## src/rtl/b_full_add_pkg.sv

```systemverilog
// Shared definitions for the b_full_add ripple-carry adder slice.
// Holds the default operand width and the carry majority function used by each bit cell.
package b_full_add_pkg;

    localparam int unsigned DEF_WIDTH = 32'd1;

    function automatic logic maj3(input logic x, input logic y, input logic z);
        return (x & y) | (x & z) | (y & z);
    endfunction

endpackage

```

## src/rtl/b_full_add_fa_cell.sv

```systemverilog
// One-bit full adder cell: sum is the XOR of all three inputs,
// carry-out is their majority.
module fa_cell
    import b_full_add_pkg::*;
(
    input  logic a,
    input  logic b,
    input  logic ci,
    output logic s,
    output logic co
);

    assign s  = a ^ b ^ ci;
    assign co = maj3(a, b, ci);

endmodule

```

## src/rtl/b_full_add.sv

```systemverilog
// WIDTH-bit ripple-carry adder built from fa_cell slices, with a registered
// copy of the result and a valid flag for synchronous consumers.
module b_full_add
    import b_full_add_pkg::*;
#(
    parameter int WIDTH = DEF_WIDTH
) (
    input  logic             clk,
    input  logic             rst,
    input  logic [WIDTH-1:0] a,
    input  logic [WIDTH-1:0] b,
    input  logic             cin,
    input  logic             en,
    output logic [WIDTH-1:0] s,
    output logic             cout,
    output logic [WIDTH-1:0] s_q,
    output logic             cout_q,
    output logic             vld_q
);

    logic [WIDTH:0]   carry_s;
    logic [WIDTH-1:0] s_q_r;
    logic             cout_q_r;
    logic             vld_q_r;

    assign carry_s[0] = cin;

    for (genvar i = 0; i < WIDTH; i++) begin : g_bit
        fa_cell u_cell (
            .a  (a[i]),
            .b  (b[i]),
            .ci (carry_s[i]),
            .s  (s[i]),
            .co (carry_s[i+1])
        );
    end

    assign cout = carry_s[WIDTH];

    // Result register: loads on en, holds otherwise; valid only for the cycle after a load.
    always_ff @(posedge clk or posedge rst) begin
        if (rst) begin
            s_q_r    <= {WIDTH{1'b0}};
            cout_q_r <= 1'b0;
            vld_q_r  <= 1'b0;
        end else if (en) begin
            s_q_r    <= s;
            cout_q_r <= cout;
            vld_q_r  <= 1'b1;
        end else begin
            vld_q_r  <= 1'b0;
        end
    end

    assign s_q    = s_q_r;
    assign cout_q = cout_q_r;
    assign vld_q  = vld_q_r;

endmodule

```

## config.mk

```make
export PLATFORM = sky130hd
export DESIGN_NAME = b_full_add
export DESIGN_NICKNAME = d
export VERILOG_FILES = /design/src/rtl/b_full_add_pkg.sv /design/src/rtl/b_full_add_fa_cell.sv /design/src/rtl/b_full_add.sv
export SDC_FILE = /design/constraint.sdc
export NUM_CORES = 1
export LEC_CHECK = 0
export ABC_AREA = 0
export CORE_AREA = 2 2 39 41
export DETAILED_ROUTE_END_ITERATION = 16
export DIE_AREA = 0 0 41 43
export GPL_ROUTABILITY_DRIVEN = 0
export PLACE_DENSITY = 0.35
export SYNTH_ARGS = -nofsm -noshare
export SYNTH_HDL_FRONTEND = slang
export SYNTH_SLANG_ARGS = --single-unit
```

## constraint.sdc

```tcl
create_clock -name clk -period 0.9 [get_ports clk]
set_input_delay 0.18 -clock clk [delete_from_list [all_inputs] [get_ports clk]]
set_output_delay 0.18 -clock clk [all_outputs]
set_load 0.01 [all_outputs]
```

Yosys cells after proc, flatten, opt, wreduce, memory -nomap -nowiden --
Cells that the tools add are included.
Word-level totals: word-level logic and storage cells 11, output and inout port bits 5, RAM bits 0, memories 0, latch bits 0, flip-flop bits (word level) 3, input port bits 6, memory bits (read-only) 0
Cells by class: $add $sub $neg 0, $mul 0, equality and inequality tests 0, reductions and logical operators 0, $lt $le $gt $ge 0, bitwise operators 7, div/mod/pow operators 0, multiplexer cells 1, shift-type cells 0
Operators with widths (number):
- $and 1x1->1 | 3
- $or 1x1->1 | 2
- $xor 1x1->1 | 2
- $mux 1 | 1

Longest topological paths before layout --
depth in word-level cells 3, depth in mapped cells 2, gate-level depth less buffers 2

By module --
Synthesis repeated with hierarchy kept, for this count alone.
Unflattened totals: cells, all modules 7, area total of the unflattened synthesis 121.4 sq um
Modules (own cells, without submodules):
- b_full_add | instances 1, cells each 6, area an instance 101.3 sq um, seq. area each 75.1 sq um
- fa_cell | instances 1, cells each 1, area an instance 20.0 sq um, seq. area each 0.0 sq um

Worst setup path after synthesis --
Ideal clock, no wire load.
path kind in2reg, start input a, end register s_q_r, in the netlist s_q, stages 2, setup time 0.125 ns, arrival time 0.983 ns, slack -0.207 ns, buffers on the path 0, cells stage by stage fa_1 mux2_2
Between the ends: word-level cells in the longest chain between the ends 2
RTL lines:
- start, declared | line b_full_add.sv:10 | input logic [WIDTH-1:0] a,
- $xor 1x1->1 (2 in a row) | line b_full_add_fa_cell.sv:13 | assign s = a ^ b ^ ci;
- end signal, assigned | line b_full_add.sv:43 | s_q_r <= {WIDTH{1'b0}};
- end signal, assigned | line b_full_add.sv:47 | s_q_r <= s;
- end, declared | line b_full_add.sv:22 | logic [WIDTH-1:0] s_q_r;
Every way passes these cells. A chain may end at the register's enable or synchronous reset.

Final worst setup path --
start input cin, end output s
Between the ends: word-level cells in the longest chain between the ends 1
RTL lines:
- start, declared | line b_full_add.sv:12 | input logic cin,
- $xor 1x1->1 | line b_full_add_fa_cell.sv:13
- end, declared | line b_full_add.sv:14 | output logic [WIDTH-1:0] s,
Every way passes these cells.

==> results <==
[per-layer routing]
metal / GRT usage [%] / vias up
li1: - / 57
met1: 4.531 / 50
met3: 5.236 / 0
met2: 5.000 / 11
met5: 0 / -
met4: 6.000 / 0
[cell type report]
cell class / count / area (um^2) / area share (%)
Sequential cell: 3 / 75.07 / 25.00
Multi-Input combinational cell: 3 / 52.55 / 17.50
Tap cell: 16 / 20.02 / 6.667
Inverter: 1 / 3.754 / 1.250
Timing Repair Buffer: 13 / 122.6 / 40.83
Clock buffer: 4 / 26.28 / 8.750
[through the flow]
stage / instance area (um^2) / instances / power, mW
global placement: 274.0 / 36 / 0.3227
detailed placement: 274.0 / 36 / 0.3233
global route: 300.3 / 40 / 0.5852
CTS: 281.5 / 40 / 0.5538
floorplan: 131.4 / 7 / 0.2154
finish: 300.3 / 40 / 0.5462
[worst max-delay path: cells and delay by family]
| kind | cells | cell delay (ns) |
|---|---|---|
| fa+ha+maj | 1 | 0.58 |
| buf+inv | 2 | 0.20 |
[cells by family after synthesis]
family	synth area share [%]
buffers and inverters	3.090
flip-flops	61.85
adder cells (fa/ha/maj)	16.50
multiplexers	18.56
[power groups by stage]
| stage | Sequential [mW] | Combinational [mW] | Clock (mW) |
|---|---|---|---|
| global route | 0.163 | 0.166 | 0.257 |
| detailed placement | 0.162 | 0.161 | 0 |
| global placement | 0.162 | 0.161 | 0 |
| finish | 0.160 | 0.154 | 0.231 |
| CTS | 0.160 | 0.149 | 0.245 |
| floorplan | 0.171 | 0.0448 | 0 |
[timing repair]
action                     in CTS  in global routing
setup endpoints to repair       7                  7
pin swaps                       1                  1
gates resized for setup        37                  3
gates cloned                    0                  0
[path summary, 6_finish.rpt]
kind,endpoint,depth (start not counted),slack [ns]
setup reg to reg,s_q,2,0.03
setup / recovery,s,3,-0.24
hold reg to reg,cout_q,2,0.58
hold / removal,vld_q,2,0.12
max in group asynchronous,cout_q,2,0.65
min in group clk,vld_q,1,0.30
[synthesized netlist by cell type (all sizes together)]
cell,number
dfrtp,3
inv,1
fa,1
mux2,2
[registers in the layout, summed over array words and instances (netlist names)]
name	flops
cout_q	1
s_q	1
vld_q	1
==> results.toml <==
[outcome]
status = "finished with violations"
violations = "negative setup slack"

[global_routing]
grtUsageTotal_pct = 4.930
antenna_found_initial = 0
grt.overflow.total = 0
grt_start_max_net_pins = 4
grt_pass1_wl_um = 483
grt_pass1_vias = 121

[flow_run]
maxCapViolations = 0

[timing]
fin_ws_ns = -0.2444
layout_min_cycle_time_ns = 1.144
finalHoldViolCount = 0
skew_ns = 0
fmaxAchievable_ghz = 0.8738
worst-slew-pin-transition_ns = 0.1693
rsz0062_at_grt = "yes"
fin_crit_sh_pct = 127.2
setup_tns_ns = -0.3854
hold_slack_ns = 0.1199
slew_violations = 0
setup_viol = 6
maxSlewHeadroom_pct = 88.71

[route]
met1_length_um = 133
vias = 118
firstDrtPassIters = 2
drc = 0
dr_wl_met3_um = 70
wl_per_cell_um = 7.575
viasPerCell = 2.950
drt_iter0_drc = 1
wl_met2_um = 100
ant_nets = 0
drt-total-wl_um = 303
topRoutingLayerUsed = "met3"

[setup_path]
path_cells = "buf_6 > fa_2 > buf_6"
slowest_delay_ns = 0.58
crit_slowest_cell = "fa_2"
cp-start-kind = "input port"
crit_type = "input port to output port"
crit_top_cell = "buf_6"
crit_start = "cin"
end_kind = "output port"
cp.required_ns = 0.72
r2r_start = "s_q"
cp_max_fo = 2
critPathArrivalTime_ns = 0.96

[power]
peakVddDrop_mv = 0.4062
p_int_mw = 0.4216
seqPwrFrac_pct = 29.4
leakagePower_nw = 0.1473
powerDensity_nw_per_um2 = 1819
sw_frac_of_total_pct = 22.81
pwr-share-comb_pct = 28.3
p_switching_mw = 0.1246
clkPwrFrac_pct = 42.4

[clock_tree]
clk_transition_reported_paths_ns = 0.04
cts_root_buffer = "clkbuf_4"
cts_tree = "yes"
clk_latency_ns = 0.23
cts.sinks = 3
cts_hold_buf = 0
cts_buffers = 3
cts_buffer_depth = 2
postCtsSetupBuffers = 0
cts_max_level = 1

[placement]
io_buffers = 10
preCtsSetupSlack_ns = -1.026

[layout]
fin_nets = 32
drive_gt1_share_pct = 70.83
final_common_cell = "buf_6"
syn_to_final_growth_pct = 147.4
mostFrequentLayoutCells = "buf_6 (7), clkbuf_4 (3), dfrtp_1 (3)"
diodes = 0
utilization_pct = 21.70
nFillCells = 147

[floorplan]
start_util_pct = 8.770
io_pins = 11
die-area_um2 = 1763
row_count = 14
fp.dieW_um = 41
core-area_um2 = 1384
die_h_um = 43

[synth]
ys_seq_elements = 3
postSynthCellCount = 7
syn-cell-area_um2 = 121.4
avgSynthCellArea_um2 = 17.34
yosysTopAreaCell = "dfrtp_1"
synth_cell_type_count = 4
netlist.area_leader.share_pct = 61.86
ys_top_cells_by_area = "dfrtp_1 (62%), mux2_2 (19%), fa_1 (16%), inv_1 (3.1%)"
syn-num-nets = 14
ys_warn_count = 0
ys_seq_area_share_pct = 61.86

[hold_path]
min_path_type = "input port to asynchronous set/reset pin"
No activity file was read; power rests on OpenSTA's default activity.
